File: src/rtl/uart_pkg.sv
// Shared constants, enums and helpers for the UART packet pattern generator.
package uart_pkg;

  localparam logic [7:0] HDR_BYTE  = 8'hA5;
  localparam logic [7:0] LFSR_MASK = 8'hB8;

  typedef enum logic [1:0] {
    MODE_INCR  = 2'd0,
    MODE_CONST = 2'd1,
    MODE_LFSR  = 2'd2,
    MODE_WALK  = 2'd3
  } mode_t;

  typedef enum logic [2:0] {
    ST_IDLE    = 3'd0,
    ST_HDR     = 3'd1,
    ST_LEN     = 3'd2,
    ST_PAYLOAD = 3'd3,
    ST_CSUM    = 3'd4,
    ST_GAP     = 3'd5
  } pstate_t;

  // Sub-phases of the checksum state: send the byte, wait for its stop bit, end-of-packet cycle.
  typedef enum logic [1:0] {
    CS_SEND = 2'd0,
    CS_WAIT = 2'd1,
    CS_END  = 2'd2
  } csum_ph_t;

  // Clock cycles per bit, rounded to nearest.
  function automatic int unsigned div_calc(input int unsigned clk_hz, input int unsigned baud);
    return (clk_hz + baud / 2) / baud;
  endfunction

endpackage

File: src/rtl/uart_tx_core.sv
// 8N1 serializer: start bit, 8 data bits LSB first, stop bit; each bit DIV cycles.
// tx is bit 0 of the frame shift register, so it is registered and idles high.
module uart_tx_core #(
  parameter int unsigned DIV = 4
) (
  input  logic       clk,
  input  logic       rst_n,
  input  logic       in_valid,
  input  logic [7:0] in_data,
  output logic       in_ready,
  output logic       tx
);

  localparam int unsigned CW = (DIV > 1) ? $clog2(DIV) : 1;
  localparam int unsigned BW = 4;

  logic          active_q, active_d;
  logic [CW-1:0] baud_q, baud_d;
  logic [BW-1:0] bit_q, bit_d;
  logic [9:0]    shreg_q, shreg_d;
  logic          bit_end;
  logic          frame_end;

  assign bit_end   = (baud_q == CW'(DIV - 1));
  assign frame_end = active_q && bit_end && (bit_q == BW'(9));
  assign in_ready  = !active_q || frame_end;
  assign tx        = shreg_q[0];

  // Baud counter, bit counter and frame shifting; new byte may load on the stop bit's last cycle.
  always_comb begin
    active_d = active_q;
    baud_d   = baud_q;
    bit_d    = bit_q;
    shreg_d  = shreg_q;
    if (active_q) begin
      baud_d = bit_end ? '0 : baud_q + CW'(1);
      if (bit_end && (bit_q != BW'(9))) begin
        bit_d   = bit_q + BW'(1);
        shreg_d = {1'b1, shreg_q[9:1]};
      end
    end
    if (in_ready) begin
      if (in_valid) begin
        active_d = 1'b1;
        baud_d   = '0;
        bit_d    = '0;
        shreg_d  = {1'b1, in_data, 1'b0};
      end else if (active_q) begin
        active_d = 1'b0;
        baud_d   = '0;
        bit_d    = '0;
        shreg_d  = '1;
      end
    end
  end

  // Serializer state registers; reset drives the line high immediately.
  always_ff @(posedge clk or negedge rst_n) begin
    if (!rst_n) begin
      active_q <= 1'b0;
      baud_q   <= '0;
      bit_q    <= '0;
      shreg_q  <= '1;
    end else begin
      active_q <= active_d;
      baud_q   <= baud_d;
      bit_q    <= bit_d;
      shreg_q  <= shreg_d;
    end
  end

endmodule

File: src/rtl/uart_pattern_tx.sv
// Framed UART pattern generator: 0xA5, len, payload pattern, checksum; single-shot or continuous.
module uart_pattern_tx
  import uart_pkg::*;
#(
  parameter int unsigned CLK_HZ     = 50_000_000,
  parameter int unsigned BAUD       = 115_200,
  parameter int unsigned GAP_CYCLES = 1_000
) (
  input  logic        clk,
  input  logic        rst_n,
  input  logic        start,
  input  logic        continuous,
  input  logic [1:0]  mode,
  input  logic [7:0]  len,
  input  logic [7:0]  seed,
  output logic        tx,
  output logic        busy,
  output logic        pkt_done,
  output logic [15:0] pkt_count,
  output logic [7:0]  cur_byte
);

  localparam int unsigned DIV = div_calc(CLK_HZ, BAUD);
  localparam int unsigned GW  = (GAP_CYCLES > 1) ? $clog2(GAP_CYCLES) : 1;

  if (DIV < 2) begin : g_div_check
    $error("uart_pattern_tx: CLK_HZ/BAUD gives fewer than 2 cycles per bit");
  end

  pstate_t       state_q, state_d;
  csum_ph_t      phase_q, phase_d;
  mode_t         mode_q, mode_d;
  logic [7:0]    len_q, len_d;
  logic [7:0]    pat_q, pat_d;
  logic [7:0]    csum_q, csum_d;
  logic [7:0]    idx_q, idx_d;
  logic [GW-1:0] gap_q, gap_d;
  logic          busy_q, busy_d;
  logic          pkt_done_q, pkt_done_d;
  logic [15:0]   pkt_count_q, pkt_count_d;
  logic [7:0]    cur_byte_q, cur_byte_d;
  logic          tx_valid;
  logic [7:0]    tx_data;
  logic          tx_ready;
  logic          load_pkt;

  // Next payload value for the captured pattern.
  function automatic logic [7:0] pat_next(input mode_t m, input logic [7:0] p);
    case (m)
      MODE_INCR:  return p + 8'd1;
      MODE_CONST: return p;
      MODE_LFSR:  return p[0] ? ((p >> 1) ^ LFSR_MASK) : (p >> 1);
      default:    return {p[6:0], p[7]};
    endcase
  endfunction

  // LFSR and walking-one patterns would lock up on an all-zero seed.
  function automatic logic [7:0] seed_fix(input mode_t m, input logic [7:0] s);
    if (((m == MODE_LFSR) || (m == MODE_WALK)) && (s == 8'd0)) return 8'd1;
    return s;
  endfunction

  uart_tx_core #(.DIV(DIV)) u_core (
    .clk      (clk),
    .rst_n    (rst_n),
    .in_valid (tx_valid),
    .in_data  (tx_data),
    .in_ready (tx_ready),
    .tx       (tx)
  );

  // Packet FSM, pattern generator, checksum, gap and packet counters.
  always_comb begin
    state_d     = state_q;
    phase_d     = phase_q;
    mode_d      = mode_q;
    len_d       = len_q;
    pat_d       = pat_q;
    csum_d      = csum_q;
    idx_d       = idx_q;
    gap_d       = gap_q;
    pkt_done_d  = 1'b0;
    pkt_count_d = pkt_count_q;
    cur_byte_d  = cur_byte_q;
    tx_valid    = 1'b0;
    tx_data     = HDR_BYTE;
    load_pkt    = 1'b0;

    case (state_q)
      ST_IDLE: begin
        if (start) load_pkt = 1'b1;
      end
      ST_HDR: begin
        tx_valid = 1'b1;
        tx_data  = HDR_BYTE;
        if (tx_ready) state_d = ST_LEN;
      end
      ST_LEN: begin
        tx_valid = 1'b1;
        tx_data  = len_q;
        if (tx_ready) state_d = (len_q == 8'd0) ? ST_CSUM : ST_PAYLOAD;
      end
      ST_PAYLOAD: begin
        tx_valid = 1'b1;
        tx_data  = pat_q;
        if (tx_ready) begin
          pat_d  = pat_next(mode_q, pat_q);
          csum_d = csum_q + pat_q;
          idx_d  = idx_q + 8'd1;
          if (idx_q == (len_q - 8'd1)) state_d = ST_CSUM;
        end
      end
      ST_CSUM: begin
        case (phase_q)
          CS_SEND: begin
            tx_valid = 1'b1;
            tx_data  = csum_q;
            if (tx_ready) phase_d = CS_WAIT;
          end
          CS_WAIT: begin
            // Core is mid-frame here, so ready marks the checksum stop bit's last cycle.
            if (tx_ready) begin
              phase_d     = CS_END;
              pkt_done_d  = 1'b1;
              pkt_count_d = pkt_count_q + 16'd1;
            end
          end
          default: begin
            phase_d = CS_SEND;
            if (!continuous) begin
              state_d = ST_IDLE;
            end else if (GAP_CYCLES == 0) begin
              load_pkt = 1'b1;
            end else begin
              state_d = ST_GAP;
              gap_d   = '0;
            end
          end
        endcase
      end
      ST_GAP: begin
        if (gap_q == GW'(GAP_CYCLES - 1)) begin
          if (continuous) load_pkt = 1'b1;
          else            state_d  = ST_IDLE;
        end else begin
          gap_d = gap_q + GW'(1);
        end
      end
      default: state_d = ST_IDLE;
    endcase

    if (load_pkt) begin
      state_d = ST_HDR;
      mode_d  = mode_t'(mode);
      len_d   = len;
      pat_d   = seed_fix(mode_t'(mode), seed);
      csum_d  = '0;
      idx_d   = '0;
    end

    if (tx_valid && tx_ready) cur_byte_d = tx_data;
    busy_d = (state_d != ST_IDLE);
  end

  // Control and output registers.
  always_ff @(posedge clk or negedge rst_n) begin
    if (!rst_n) begin
      state_q     <= ST_IDLE;
      phase_q     <= CS_SEND;
      mode_q      <= MODE_INCR;
      len_q       <= '0;
      pat_q       <= '0;
      csum_q      <= '0;
      idx_q       <= '0;
      gap_q       <= '0;
      busy_q      <= 1'b0;
      pkt_done_q  <= 1'b0;
      pkt_count_q <= '0;
      cur_byte_q  <= '0;
    end else begin
      state_q     <= state_d;
      phase_q     <= phase_d;
      mode_q      <= mode_d;
      len_q       <= len_d;
      pat_q       <= pat_d;
      csum_q      <= csum_d;
      idx_q       <= idx_d;
      gap_q       <= gap_d;
      busy_q      <= busy_d;
      pkt_done_q  <= pkt_done_d;
      pkt_count_q <= pkt_count_d;
      cur_byte_q  <= cur_byte_d;
    end
  end

  assign busy      = busy_q;
  assign pkt_done  = pkt_done_q;
  assign pkt_count = pkt_count_q;
  assign cur_byte  = cur_byte_q;

endmodule

File: config.mk
export PLATFORM = sky130hd
export DESIGN_NAME = uart_pattern_tx
export DESIGN_NICKNAME = d
export VERILOG_FILES = /design/src/rtl/uart_pkg.sv /design/src/rtl/uart_tx_core.sv /design/src/rtl/uart_pattern_tx.sv
export SDC_FILE = /design/constraint.sdc
export NUM_CORES = 1
export LEC_CHECK = 0
export CAP_MARGIN = 20
export CORE_ASPECT_RATIO = 2
export CORE_UTILIZATION = 55
export DETAILED_ROUTE_END_ITERATION = 12
export GPL_TIMING_DRIVEN = 0
export PLACE_DENSITY_LB_ADDON = 0.25
export SLEW_MARGIN = 20
export SYNTH_ARGS = -nofsm -noshare
export SYNTH_HDL_FRONTEND = slang
export SYNTH_SLANG_ARGS = --single-unit
File: constraint.sdc
create_clock -name clk -period 3.2 [get_ports clk]
set_clock_uncertainty 0.2 [all_clocks]
set_input_delay 0.64 -clock clk [delete_from_list [all_inputs] [get_ports clk]]
set_output_delay 0.64 -clock clk [all_outputs]
set_load 0.1 [all_outputs]
# Word level (Yosys, flattened, before mapping)
# Index checks and enable logic that the tools add are counted.
dict set report totals {
  in_bits 22
  output_inout_bits 27
  word_cells 130
  regBits 99
}
dict set report classes {
  reduce_logical 24
  bitwise_logic 1
  mux 60
  n_addsub 8
  eq_ne 21
}
# cell count
set op_table {}
lappend op_table {{$mux 8} 13}
lappend op_table {{$mux 10} 8}
lappend op_table {{$pmux 8 s3} 2}
lappend op_table {{$mux 9} 5}
lappend op_table {{$mux 3} 10}
lappend op_table {{$mux 4} 5}
lappend op_table {{$pmux 10 s2} 1}
lappend op_table {{$pmux 3 s6} 1}
lappend op_table {{$add 16x1->16 const B} 1}
lappend op_table {{$add 8x1->8 const B} 2}
lappend op_table {{$logic_not 8->1} 2}
lappend op_table {{$ne 2x2->1 const B} 6}
lappend op_table {{$add 10x1->10 const B} 1}
lappend op_table {{$eq 10x10->1 const B} 1}
lappend op_table {{$mux 1} 10}
lappend op_table {{$add 9x1->9 const B} 1}
lappend op_table {{$eq 9x9->1 const B} 1}
lappend op_table {{$reduce_and 3->1} 3}
lappend op_table {{$add 8x8->8} 1}
lappend op_table {{$eq 8x8->1} 1}
lappend op_table {{$sub 8x1->8 const B} 1}
lappend op_table {{$eq 2x2->1 const B} 3}
lappend op_table {{$eq 3x2->1 const B} 2}
lappend op_table {{$eq 3x3->1 const B} 2}
lappend op_table {{20 further kinds} 31}

# Logic depth before layout (Yosys ltp)
# Gate-level depths: netlist of the first run.
dict set report logic_depth {
  word_depth 8
  depth_mapped 10
}

# Hierarchy
# A second synthesis of the first run with hierarchy kept.
dict set report unflattened {
  hier_cells 637
  area_unflattened_um2 5813.1
}
# module area_per_inst_um2 cells_per_inst n_inst seq_area_each_um2
set by_module_without_submodules {}
lappend by_module_without_submodules {uart_pattern_tx 4440.5 491 1 1876.8}
lappend by_module_without_submodules {uart_tx_core 1372.6 146 1 613.1}

# Least setup slack after synthesis of the first run
# No wires, ideal clock.
dict set report synth_path {
  kind {register to register}
  startpoint {register pkt_count_q[3], in the netlist pkt_count[3]}
  endpoint {register pkt_count_q[15], in the netlist pkt_count[15]}
  synth_period_minus_slack_ps 2572
  setup_time_ps 158
  arrival_time_ps 2214
  path_slack_ps 628
  required_ps 2842
  path_stages_with_launch 7
  n_path_buf 0
  path_cell_list {dfrtp_1 -> and4_1 -> and3_1 -> nand4_1 -> nor3_1 -> nand3_1 -> xnor2_1}
}
dict set report synth_between {
  elab_chain_cells 1
}
# item line
set synth_lines {}
lappend synth_lines {{start, declared} uart_pattern_tx.sv:40} ;# logic [15:0] pkt_count_q, pkt_count_d;
lappend synth_lines {{start signal, assigned} uart_pattern_tx.sv:191} ;# pkt_count_q <= pkt_count_d;
lappend synth_lines {{$add 16x1->16} uart_pattern_tx.sv:125} ;# pkt_count_d = pkt_count_q + 16'd1;
# No other way between the ends.
# A chain may end at the register's enable or synchronous reset.

# Worst setup path after layout of the first run
dict set report layout_path {
  startpoint {register u_core.shreg_q[0]}
  endpoint {output port tx}
}
# item line
set layout_lines {}
lappend layout_lines {{start, declared} uart_tx_core.sv:20} ;# logic [9:0] shreg_q, shreg_d;
lappend layout_lines {{start signal, assigned} uart_tx_core.sv:68} ;# shreg_q <= shreg_d;
lappend layout_lines {{end, declared} uart_pattern_tx.sv:16} ;# output logic tx,
# No word-level cell between the ends.

==> results.json, run 1 <==
{
  "grt_first_pass_wirelength_mm": 22.1,
  "fp.dieH_um": 145,
  "antenna_found_initial": 0,
  "end_kind": "output pin",
  "grt_pass1_vias": 4800,
  "post_drt_via_cell_ratio": 5.95,
  "grt_util_all_layers": 0.268,
  "io-pin-count": 49,
  "path_buf_inv": 1,
  "cts_resized": 0,
  "die_width_um": 73.6,
  "p_switching_mw": 2.46,
  "first_pass_iters": 4,
  "hold_viol_final": 0,
  "critPathMaxStageDelay_ns": 1.13,
  "total_leakage_power_nw": 2.90,
  "grt-ovfl-total": 0,
  "required_ns": 2.36,
  "ys.warnings.count": 0,
  "initialDrtViolationCount": 240,
  "synth-main-ff-cell": "dfrtp_1",
  "initial_utilization": 0.573,
  "synth-seq-cells": 99,
  "synth.distinct_cells": 71,
  "synth.top_cell.area_share": 0.395,
  "path_max_fanout": 2,
  "fmax_ghz": 0.350,
  "diodes": 0,
  "syn_nets": 637,
  "sw_frac_of_total": 0.425,
  "netlist_instances": 597,
  "std_cell_rows": 51,
  "tns_ns": 0,
  "synth_top_area_cell": "dfrtp_1",
  "holdBufCountCts": 1,
  "route.detailed.drc": 0,
  "num-nets-final": 698,
  "synthToLayoutAreaGrowth_pct": 17.8,
  "synth_area_leaders": "dfrtp_1 (40%), nand2_1 (4.8%), dfstp_2 (4.7%), xor2_1 (4.7%), o21ai_0 (4.1%)",
  "via_count": 4730,
  "portBuffers": 48,
  "worst_pin_slew_ns": 0.981,
  "clkSinkCount": 99,
  "crit_path_cell_trace": "clkdlybuf4s50_1",
  "hold_class": "flop to flop",
  "finalSetupViolations": 0,
  "outcome": "finished, final reports clean",
  "fin_crit_ns": 2.85,
  "crit_slowest_cell": "clkdlybuf4s50_1",
  "cp.arrival_ns": 2.01,
  "vdd_drop_max_uv": 518,
  "clk_pin_slew_ns": 0.07,
  "synth.most_common_cell": "dfrtp_1",
  "cts_tree": "built",
  "synthTopCellsByCount": "dfrtp_1 (89), nand2_1 (72), nor2_1 (57)",
  "die_area_um2": 10700,
  "synth_area_per_cell_um2": 9.44,
  "criticalPathCategory": "flop to output pin",
  "power_density_nw_per_um2": 873,
  "p_seq_frac": 0.376,
  "timing.final.crit_share": 0.892,
  "relSlewSlack": 0.344,
  "rsz0062_at_grt": "false",
  "p_int_mw": 3.33,
  "fin_util": 0.675,
  "core_area_um2": 9830,
  "syn_area_um2": 5630,
  "drive_gt1_frac": 0.110,
  "wl_per_cell_um": 16.7,
  "routabilityCongestion": 0.864,
  "clk_latency_ns": 0.35,
  "max-cap-violations": 0,
  "power_frac_comb": 0.425,
  "synth_edf_count": 0,
  "hold_ws_ns": 0.274,
  "clkPwrFrac": 0.199,
  "fin_cells": 795,
  "wl_mm": 13.2,
  "start_kind": "flop",
  "place_inst": 778,
  "final_antenna_net_count": 0,
  "seq_area_frac_synth": 0.442,
  "postCtsSetupBuffers": 0,
  "cp_top_family": "buffers and inverters",
  "dp.final_hpwl_mm": 9.75,
  "cts_max_path_buffers": 2,
  "maxSlewViolCount": 0,
  "grt_max_degree": 75,
  "htreeDepth": 3,
  "cts_buffers": 9,
  "cts_root_buf": "clkbuf_16",
  "power_mw": 5.79,
  "synthArstFlopShare": 1.00
}
per-stage QoR:
stage / area, um2 / setup WS [ns]
after floorplan: 5630 / 0.628
after global placement: 6280 / -2.28
after detailed placement: 6310 / 0.474
after CTS: 6640 / 0.343
after global routing: 6640 / 0.322
final: 6640 / 0.347
final timing paths:
path / to / start / cells past startpoint / slack, ns
max: tx / u_core.shreg_q[0]$_DFF_PN1_ / 1 / 0.35
min: pkt_count[15]$_DFFE_PN0P_ / pkt_count[15]$_DFFE_PN0P_ / 1 / 0.27
max reg2reg: csum_q[1]$_DFFE_PN0P_ / flop / 8 / 0.60
min reg2reg: pkt_count[15]$_DFFE_PN0P_ / pkt_count[15]$_DFFE_PN0P_ / 1 / 0.27
max in group asynchronous: u_core.shreg_q[1]$_DFF_PN1_ / rst_n / 3 / 1.60
min in group asynchronous: gap_q[7]$_DFFE_PN0P_ / rst_n / 2 / 0.52
logic make-up after synthesis:
group | synth area share
xor gates and xnor gates | 0.0839
adders and majority gates | 0.0413
and+or+nand+nor | 0.207
AOI/OAI and AO/OA | 0.133
muxes | 0.0580
buffers and inverters | 0.0342
DFF | 0.442
layout make-up:
type | instances | area [um2]
Timing Repair Buffer | 50 | 519
Clock inverter | 7 | 92.6
Fill cell | 834 | 3190
Sequential cell | 99 | 2490
Tap cell | 132 | 165
Clock buffer | 9 | 225
Inverter | 12 | 45.0
Multi-Input combinational cell | 455 | 2950
Buffer | 31 | 148
layer usage:
metal | up-vias | global-route usage | routed length (um)
met5 | - | 0 | 0
met4 | 0 | 0.144 | 589
met3 | 49 | 0.0326 | 453
met2 | 146 | 0.485 | 7520
met1 | 2311 | 0.289 | 4680
li1 | 2224 | - | -
power by group through the flow:
stage / combinational (mW) / clock, mW / sequential [mW]
2_1_floorplan: 1.44 / 0 / 2.51
5_1_grt: 2.70 / 1.21 / 2.23
4_1_cts: 2.46 / 1.17 / 2.16
3_5_place_dp: 2.42 / 0 / 2.18
6_report: 2.46 / 1.15 / 2.18
3_3_place_gp: 2.32 / 0 / 2.16
cell usage in the layout (no fill, tap or decap), types with 3 or more instances in the layout:
| cell | Yosys | layout |
|---|---|---|
| dfrtp_1 | 89 | 89 |
| mux2i_1 | 18 | 18 |
| xnor2_1 | 24 | 24 |
| a211oi_1 | 4 | 4 |
| or2_2 | 3 | 3 |
| nor2_1 | 57 | 57 |
| inv_1 | 12 | 12 |
| dfstp_2 | 10 | 10 |
| a21oi_1 | 17 | 17 |
| nor2b_1 | 6 | 6 |
| nor3_1 | 13 | 13 |
| o22ai_1 | 13 | 13 |
| xor2_1 | 30 | 30 |
| a21o_1 | 5 | 5 |
| nand3_1 | 29 | 29 |
| clkdlybuf4s50_1 | 0 | 47 |
| clkinvlp_4 | 0 | 3 |
| and3_1 | 11 | 11 |
| nand4_1 | 8 | 8 |
| nand2b_1 | 8 | 8 |
| buf_2 | 11 | 11 |
| a221oi_1 | 4 | 4 |
| clkbuf_1 | 13 | 13 |
| nand2_1 | 72 | 72 |
| clkbuf_16 | 0 | 9 |
| mux2_2 | 13 | 13 |
| a31oi_1 | 3 | 3 |
| o21ai_0 | 46 | 46 |
| ha_1 | 17 | 17 |
| o211ai_1 | 4 | 4 |
No activity file was read; power rests on OpenSTA's default activity.
==> run 2: changes to the inputs <==
--- a/config.mk
+++ b/config.mk
@@ -5,6 +5,7 @@
 export SDC_FILE = /design/constraint.sdc
 export NUM_CORES = 1
 export LEC_CHECK = 0
+export ABC_AREA = 1
 export CAP_MARGIN = 20
 export CORE_ASPECT_RATIO = 2
 export CORE_UTILIZATION = 55
==> run 2 against run 1 <==
- cell count increased by 16%
- first-iteration DRC count increased by 38%
- largest power group is now registers
- sequential cell count unchanged
- utilization decreased by 1.6 points
- non-clock buffer count decreased by 23
- sequential share of layout area decreased by 0.32 points
- critical path type unchanged
==> results.json, run 2 <==
{
  "outcome": "finished, final reports clean",
  "timing.final.crit_share": 0.893,
  "initial_utilization": 0.565,
  "cts_root_buf": "clkbuf_16",
  "finalSetupViolations": 0,
  "io-pin-count": 49,
  "final_cell_mix": "nand2_1 (163), inv_1 (97), dfrtp_1 (89), o21ai_0 (61), nor2_1 (59)",
  "total_leakage_power_nw": 3.06,
  "synth_top_area_cell": "dfrtp_1",
  "dr_wl_met3_um": 555,
  "num-nets-final": 826,
  "fp.dieH_um": 146,
  "vdd_drop_max_uv": 276,
  "cts_resized": 0,
  "fmax_ghz": 0.350,
  "synth.distinct_cells": 46,
  "routed.top_layer": "met4",
  "wl_mm": 14.3,
  "power_density_nw_per_um2": 351,
  "htreeDepth": 3,
  "fillers": 885,
  "holdBufCountCts": 0,
  "critPathMaxStageDelay_ns": 1.13,
  "grt_max_degree": 56,
  "synth-adder-area-share": 0.0406,
  "routabilityCongestion": 0.921,
  "start_kind": "flop",
  "clkSinkCount": 99,
  "postCtsSetupBuffers": 0,
  "via_count": 5266,
  "synth-main-ff-cell": "dfrtp_1",
  "cts_tree": "built",
  "rsz0062_at_grt": "false",
  "path_max_fanout": 2,
  "ys.warnings.count": 0,
  "maxSlewViolCount": 0,
  "synth-seq-cells": 99,
  "std_cell_rows": 52,
  "worst_pin_slew_ns": 0.984,
  "synthToLayoutAreaGrowth_pct": 16.7,
  "fin_cells": 926,
  "seq_area_frac_synth": 0.434,
  "drive_gt1_frac": 0.0759,
  "route.detailed.drc": 0,
  "dpl_cell_area_um2": 6410,
  "synth_edf_count": 0,
  "cp.arrival_ns": 2.02,
  "clk_pin_slew_ns": 0.07,
  "max-cap-violations": 0,
  "place_inst": 910,
  "multi_input_area_um2": 2780,
  "fin_crit_ns": 2.86,
  "final_antenna_net_count": 0,
  "diodes": 0,
  "end_kind": "output pin",
  "grt-ovfl-total": 0,
  "grt_util_all_layers": 0.287,
  "cts_buffers": 9,
  "fin_area_um2": 6690,
  "place_worst_setup_slack_ns": 0.559,
  "synth.top_cell.area_share": 0.388,
  "hold_viol_final": 0,
  "antenna_found_initial": 0,
  "relSlewSlack": 0.342,
  "grt_pass1_vias": 5234,
  "synthTopCellsByCount": "nand2_1 (163), inv_1 (97), dfrtp_1 (89)",
  "grt_first_pass_wirelength_mm": 24.2,
  "synth_area_leaders": "dfrtp_1 (39%), nand2_1 (11%), inv_1 (6.4%), o21ai_0 (5.3%), dfstp_2 (4.6%)",
  "hold_ws_ns": 0.000217,
  "first_pass_iters": 5,
  "synthMuxAreaShare": 0,
  "dp.final_hpwl_mm": 10.8,
  "layout_commonest_cell": "nand2_1",
  "final.setup.worst_slack_ns": 0.343,
  "netlist_instances": 726,
  "required_ns": 2.36,
  "wl_per_cell_um": 15.4,
  "cp-startpoint": "u_core.shreg_q[0]$_DFF_PN1_",
  "criticalPathCategory": "flop to output pin",
  "syn_nets": 766,
  "seq_area_um2": 2490,
  "syn_area_um2": 5730,
  "crit_path_cell_trace": "clkdlybuf4s50_1",
  "synth_compound_area_frac": 0.156,
  "cp_top_family": "buffers and inverters",
  "synth_area_per_cell_um2": 7.90,
  "synthArstFlopShare": 1.00,
  "path_buf_inv": 1,
  "crit_slowest_cell": "clkdlybuf4s50_1",
  "tns_ns": 0,
  "synth_xor_area_frac": 0.0428,
  "core_area_um2": 10100,
  "fin_util": 0.659,
  "power_mw": 2.35,
  "die_width_um": 74.2,
  "synth.most_common_cell": "nand2_1",
  "cts_max_path_buffers": 2,
  "synth_top_family_by_area": "simple AND/OR/NAND/NOR gates",
  "met1Wirelength_mm": 5.23,
  "die_area_um2": 10900,
  "hold_class": "input port to async pin",
  "initialDrtViolationCount": 330,
  "portBuffers": 48,
  "post_drt_via_cell_ratio": 5.69,
  "routed-wl-met2_mm": 7.92,
  "yosys.area_share.simple": 0.246,
  "clk_latency_ns": 0.35
}
run 2: final cells by class:
cell class                 count  area share
buffer                         9     0.00860
clock buffer                  11      0.0363
clock inverter                 5     0.00580
inverter                     106      0.0606
multi-input combinational    512       0.415
sequential                    99       0.372
tap                          135      0.0252
timing repair buffer          49      0.0761
run 2: power by group:
part	switching, mW	leakage (nW)	internal [mW]
registers	0	1.21	1.25
logic	0.0307	1.72	0.0266
clock network	0.486	0.136	0.552
total	0.517	3.06	1.83
run 2: cell families after synthesis:
family / Yosys count
xor gates and xnor gates: 28
adders and majority gates: 18
and+or+nand+nor: 315
buffers and inverters: 115
DFF: 99
AOI/OAI and AO/OA: 151
run 2: worst paths after layout:
kind                                        end  depth (start not counted)  slack (ns)
max                                          tx                          1        0.34
min                                   async pin                          1      0.0002
max reg2reg                idx_q[4]$_DFFE_PN0P_                         13        0.76
min in group clk                           flop                          2        0.30
max in group asynchronous             async pin                          2        2.14
min reg2reg                                flop                          2        0.30
run 2: metal layers:
| metal | global-route usage | vias to the layer above |
|---|---|---|
| met5 | 0 | - |
| met2 | 0.513 | 173 |
| li1 | - | 2543 |
| met4 | 0.143 | 0 |
| met3 | 0.0359 | 43 |
| met1 | 0.322 | 2507 |
